[src/rtl/seg7_letter_decoder.sv]
// seg7_letter_decoder: debounces an active-low 7-segment pattern and decodes it to a letter code with step checking
module seg7_letter_decoder #(
   parameter int STABLE_CYCLES = 4
) (
   input  logic       CLOCK_50,
   input  logic       RESET,
   input  logic [0:6] SEG_IN,
   input  logic       SEG_VALID,
   output logic [4:0] LETTER,
   output logic       LETTER_VALID,
   output logic       UNKNOWN,
   output logic       AMBIG,
   output logic       STEP_OK,
   output logic       SEQ_ERR,
   output logic [7:0] LETTER_COUNT
);
   typedef enum logic [1:0] {IDLE, FILTER, EMIT, HOLD} state_t;
   localparam logic [3:0] STABLE = 4'(STABLE_CYCLES);
   state_t     state;
   logic [0:6] cand;
   logic [0:6] last_pat;
   logic [3:0] cnt;
   logic       have_last;
   logic       have_ref;
   logic [4:0] ref_letter;
   logic [4:0] lo_code;
   logic [4:0] hi_code;
   logic [4:0] code;
   logic       known;
   logic       dual;
   logic       step_ok;
   // table lookup of the candidate; shared patterns report the lower code and flag dual
   always_comb begin
      known   = 1'b1;
      dual    = 1'b0;
      lo_code = 5'd0;
      case (cand)
         7'b1111111: lo_code = 5'd0;
         7'b0001000: lo_code = 5'd1;
         7'b1100000: begin lo_code = 5'd2; dual = 1'b1; end
         7'b0110001: lo_code = 5'd3;
         7'b1000010: lo_code = 5'd4;
         7'b0110000: lo_code = 5'd5;
         7'b0111000: lo_code = 5'd6;
         7'b0100000: lo_code = 5'd7;
         7'b1001000: begin lo_code = 5'd8; dual = 1'b1; end
         7'b1001111: lo_code = 5'd9;
         7'b1000011: lo_code = 5'd10;
         7'b1110001: lo_code = 5'd11;
         7'b0101011: lo_code = 5'd12;
         7'b1101010: lo_code = 5'd13;
         7'b0000001: lo_code = 5'd14;
         7'b0011000: lo_code = 5'd15;
         7'b0001100: lo_code = 5'd16;
         7'b1111010: lo_code = 5'd17;
         7'b0100100: lo_code = 5'd18;
         7'b1000001: lo_code = 5'd20;
         7'b1100011: lo_code = 5'd21;
         7'b1010101: lo_code = 5'd22;
         7'b1000100: lo_code = 5'd24;
         7'b0010010: lo_code = 5'd25;
         default:    known = 1'b0;
      endcase
   end
   // ambiguous patterns take the higher code only when it continues the sequence
   always_comb begin
      hi_code = (lo_code == 5'd2) ? 5'd19 : 5'd23;
      code    = (dual && have_ref && (ref_letter + 5'd1 == hi_code)) ? hi_code : lo_code;
      step_ok = (code == ref_letter + 5'd1) || (ref_letter == 5'd25 && code == 5'd1);
   end
   // filter FSM with registered decode results and one-cycle pulses
   always_ff @(posedge CLOCK_50 or posedge RESET) begin
      if (RESET) begin
         state        <= IDLE;
         cand         <= '0;
         last_pat     <= '0;
         cnt          <= '0;
         have_last    <= 1'b0;
         have_ref     <= 1'b0;
         ref_letter   <= '0;
         LETTER       <= '0;
         LETTER_VALID <= 1'b0;
         UNKNOWN      <= 1'b0;
         AMBIG        <= 1'b0;
         STEP_OK      <= 1'b0;
         SEQ_ERR      <= 1'b0;
         LETTER_COUNT <= '0;
      end else begin
         LETTER_VALID <= 1'b0;
         UNKNOWN      <= 1'b0;
         AMBIG        <= 1'b0;
         STEP_OK      <= 1'b0;
         SEQ_ERR      <= 1'b0;
         case (state)
            IDLE: if (SEG_VALID) begin
               cand  <= SEG_IN;
               cnt   <= 4'd1;
               state <= FILTER;
            end
            FILTER: if (cnt == STABLE) begin
               state <= (!have_last || cand != last_pat) ? EMIT : HOLD;
            end else if (SEG_VALID) begin
               cand <= SEG_IN;
               cnt  <= (SEG_IN == cand) ? cnt + 4'd1 : 4'd1;
            end
            EMIT: begin
               last_pat  <= cand;
               have_last <= 1'b1;
               state     <= HOLD;
               if (!known) begin
                  UNKNOWN <= 1'b1;
               end else begin
                  LETTER_VALID <= 1'b1;
                  LETTER       <= code;
                  AMBIG        <= dual;
                  if (code == 5'd0) begin
                     have_ref <= 1'b0;
                  end else begin
                     STEP_OK      <= have_ref && step_ok;
                     SEQ_ERR      <= have_ref && !step_ok;
                     have_ref     <= 1'b1;
                     ref_letter   <= code;
                     LETTER_COUNT <= (LETTER_COUNT == 8'hFF) ? LETTER_COUNT : LETTER_COUNT + 8'd1;
                  end
               end
            end
            HOLD: if (SEG_VALID && SEG_IN != last_pat) begin
               cand  <= SEG_IN;
               cnt   <= 4'd1;
               state <= FILTER;
            end
            default: state <= IDLE;
         endcase
      end
   end
endmodule

[config.mk]
export PLATFORM = sky130hd
export DESIGN_NAME = seg7_letter_decoder
export DESIGN_NICKNAME = d
export VERILOG_FILES = /design/src/rtl/seg7_letter_decoder.sv
export SDC_FILE = /design/constraint.sdc
export NUM_CORES = 1
export LEC_CHECK = 0
export CAP_MARGIN = 20
export CORE_ASPECT_RATIO = 0.7
export CORE_UTILIZATION = 28
export DETAILED_ROUTE_END_ITERATION = 10
export GPL_ROUTABILITY_DRIVEN = 0
export SLEW_MARGIN = 40
export SYNTH_ARGS = -nofsm -noshare
export SYNTH_HDL_FRONTEND = slang
export SYNTH_SLANG_ARGS = --single-unit
[constraint.sdc]
create_clock -name CLOCK_50 -period 3 [get_ports CLOCK_50]
set_input_delay 0.3 -clock CLOCK_50 [delete_from_list [all_inputs] [get_ports CLOCK_50]]
set_output_delay 0.3 -clock CLOCK_50 [all_outputs]
set_load 0.01 [all_outputs]
==> impl_metrics.py <==
metrics = {
    "outcome": {
        "outcome": "finished clean",
    },
    "critical_path": {
        "rrSetupSlack_ps": 210,
        "endpoint": "SEQ_ERR",
        "cp_max_fo": 16,
        "rr_worst_depth": 8,
        "reg2reg_to": "SEQ_ERR",
        "start_kind": "flop",
        "end_kind": "flop",
        "crit_type": "reg -> reg",
        "crit_start": "cand[4]",
        "critPathArrivalTime_ps": 2970,
        "r2r_start": "cand[4]",
        "critPathRequiredTime_ps": 3180,
    },
    "floorplan": {
        "start_util_pct": 28.86,
        "die_x_um": 133.6,
        "core_area_um2": 11770,
        "rows": 33,
        "ios": 28,
        "fp.dieH_um": 94.14,
        "dieArea_um2": 12580,
    },
    "drt": {
        "route.detailed.drc": 0,
        "drt_iter0_drc": 260,
        "final_antenna_net_count": 0,
        "wl_per_cell_um": 15.66,
        "vias_per_cell": 5.272,
        "routed_wl_mm": 8.346,
        "firstDrtPassIters": 5,
        "vias": 2810,
    },
    "logic_synthesis": {
        "synthFlopType": "dfrtp_1",
        "yosysTopAreaCell": "dfrtp_1",
        "syn_area_per_cell_um2": 9.730,
        "synthMuxAreaShare_pct": 5.895,
        "synth_top_family_by_area": "simple AND/OR/NAND/NOR gates",
        "ys_async_sr_fraction_pct": 100.0,
        "yosys.area.top_type_share_pct": 33.16,
        "yosys_warnings": 0,
        "synth.area.top_cells": "dfrtp_1, mux2_2, xor2_1",
        "yosysUniqueCellTypes": 72,
        "synth.ff_latch_count": 45,
        "synth_xor_area_share_pct": 8.254,
        "syn_nets": 369,
        "ys_seq_area_share_pct": 33.16,
        "syn_inst": 349,
        "synth_fa_ha_area_share_pct": 3.685,
        "synth-edff-count": 0,
        "synth_area_um2": 3396,
        "synth_compound_area_share_pct": 16.10,
        "synth-simple-area-share_pct": 26.27,
    },
    "clock_tree": {
        "htree_levels": 2,
        "clk_latency_ps": 290,
        "clk_pin_slew_ps": 70,
        "cts_buffer_depth": 2,
        "numCtsBuffers": 5,
        "cts_tree": "yes",
        "ctsHoldBuffers": 0,
        "cts_root_buffer": "clkbuf_16",
        "cts_sinks": 45,
    },
    "power": {
        "ir_worst_vdd_v": 0.0004580,
        "p_clk_share_pct": 19.4,
        "p_per_area_nw_per_um2": 930.4,
        "seqPwrFrac_pct": 33.7,
        "p_sw_mw": 1.594,
        "p_leak_nw": 1.645,
        "switching_share_pct": 42.87,
        "combinationalPowerShare_pct": 46.9,
        "internal_power_mw": 2.124,
    },
    "global_route": {
        "grt_pass1_vias": 2590,
        "grt_overflow": 0,
        "use_met2_pct": 21.22,
        "grt_busiest_layer": "met2",
        "grtUsageTotal_pct": 13.84,
        "antenna_found_initial": 0,
        "grt_use_met1_pct": 20.01,
        "grt_pass1_wl_mm": 13.74,
        "grt_max_degree": 46,
        "use_met3_pct": 2.859,
    },
    "timing": {
        "timing.fmax_mhz": 359.1,
        "setup_tns_ps": 0,
        "hold_viol": 0,
        "worst_pin_slew_ps": 702.9,
        "relSlewSlack_pct": 52.53,
        "setup_slack_ps": 215.0,
        "finalCritPeriodShare_pct": 92.83,
        "skew_ps": 7.972,
        "finalCriticalPeriod_ps": 2785,
        "grt_setup_unrepaired": "no",
        "slew_viol_final": 0,
        "setup_viol": 0,
    },
    "final_layout": {
        "fin_area_um2": 3996,
        "fillers": 1189,
        "area_growth_pct": 17.69,
        "multi_input_area_um2": 2044,
        "nets": 395,
        "register_area_um2": 1131,
        "n_antenna_cell": 0,
        "layout-drive-gt1-share_pct": 17.02,
    },
    "placed_design": {
        "place_worst_setup_slack_ps": 149.6,
        "hpwl_mm": 6.181,
        "io_buffers": 27,
        "placed_cell_area_um2": 3801,
    },
    "min_path": {
        "hp-class": "in -> async",
    },
    "run": {
        "maxCapViolCount": 0,
    },
}
[power by group through the flow]
stage / Clock [mW] / Sequential [mW] / Combinational (mW)
3_5_place_dp: 0 / 1.25 / 1.73
5_1_grt: 0.759 / 1.30 / 1.92
3_3_place_gp: 0 / 1.23 / 1.71
4_1_cts: 0.729 / 1.24 / 1.74
2_1_floorplan: 0 / 0.990 / 1.57
6_report: 0.722 / 1.25 / 1.74
[metal layers]
layer,up-vias,part of all wire (%)
met4,0,0.66
met1,1366,49
met3,7,6.2
li1,1352,-
met5,-,0
met2,85,44
[Yosys cell counts, types with 10 or more instances]
library cell,n
nand3_1,19
o21ai_0,13
ha_1,10
inv_1,19
xor2_1,18
nor2_1,16
dfrtp_1,45
mux2_2,14
nand2_1,22
xnor2_1,14
[per-stage QoR]
| stage | hold slack, ps | cells | total power [mW] | util, % |
|---|---|---|---|---|
| 6_report | 428.0 | 533 | 3.718 | 33.96 |
| 5_1_grt | 505.5 | 533 | 3.973 | 33.96 |
| 4_1_cts | 461.4 | 533 | 3.708 | 33.92 |
| 3_5_place_dp | 459.8 | 525 | 2.978 | 32.30 |
| 3_3_place_gp | 456.6 | 525 | 2.942 | 32.28 |
| 2_1_floorplan | 416.8 | 349 | 2.557 | - |
[critical path: stages, from the launching register on]
cell       delay [ps]
dfrtp_1           690
buf_4             250
nor4_2             50
a32oi_2           380
nand3_1           170
a2111oi_0         500
nor4b_2           320
and3b_1           210
o31a_1            100
[layout make-up]
class / instances / area share (%)
multi-input combinational: 265 / 51.16
sequential: 45 / 28.30
timing repair buffer: 39 / 9.017
tap: 157 / 4.915
clock buffer: 5 / 3.131
inverter: 19 / 1.847
clock inverter: 3 / 1.628
[kinds of logic after synthesis]
| group | Yosys count |
|---|---|
| AND/OR/NAND/NOR | 139 |
| adder cells (fa/ha/maj) | 10 |
| XOR/XNOR | 32 |
| multiplexers | 18 |
| buffers and inverters | 39 |
| flip-flops | 45 |
| AO/OA/AOI/OAI | 66 |
[registers in the layout (all words and copies together) (netlist names)]
signal,flops
LETTER_COUNT,8
cand,7
last_pat,7
LETTER,5
ref_letter,5
cnt,4
state,2
AMBIG,1
LETTER_VALID,1
SEQ_ERR,1
STEP_OK,1
UNKNOWN,1
have_last,1
have_ref,1
[worst min-delay path by stage]
stage          startpoint         to  slack, ps
6_report            RESET   have_ref        430
5_1_grt             RESET     cnt[3]        510
4_1_cts             RESET    cand[2]        460
3_5_place_dp    have_last  have_last        460
3_3_place_gp    have_last  have_last        460
2_1_floorplan   SEG_IN[2]    cand[2]        420
[layout by cell type, fill, tap and decap left out, drive strengths merged, types with 12 or more instances in the layout]
master	instances
buf	12
dfrtp	45
xor2	18
o21ai	16
clkdlybuf4s50	27
nor2	16
mux2	16
inv	19
xnor2	14
nand3	20
nand2	22
[what timing repair did]
| action | CTS | global route |
|---|---|---|
| endpoints found under the setup margin | 0 | 1 |
| gates resized for setup | 0 | 3 |
| setup buffers | 0 | 0 |
Power figures use the tool's default switching activity.
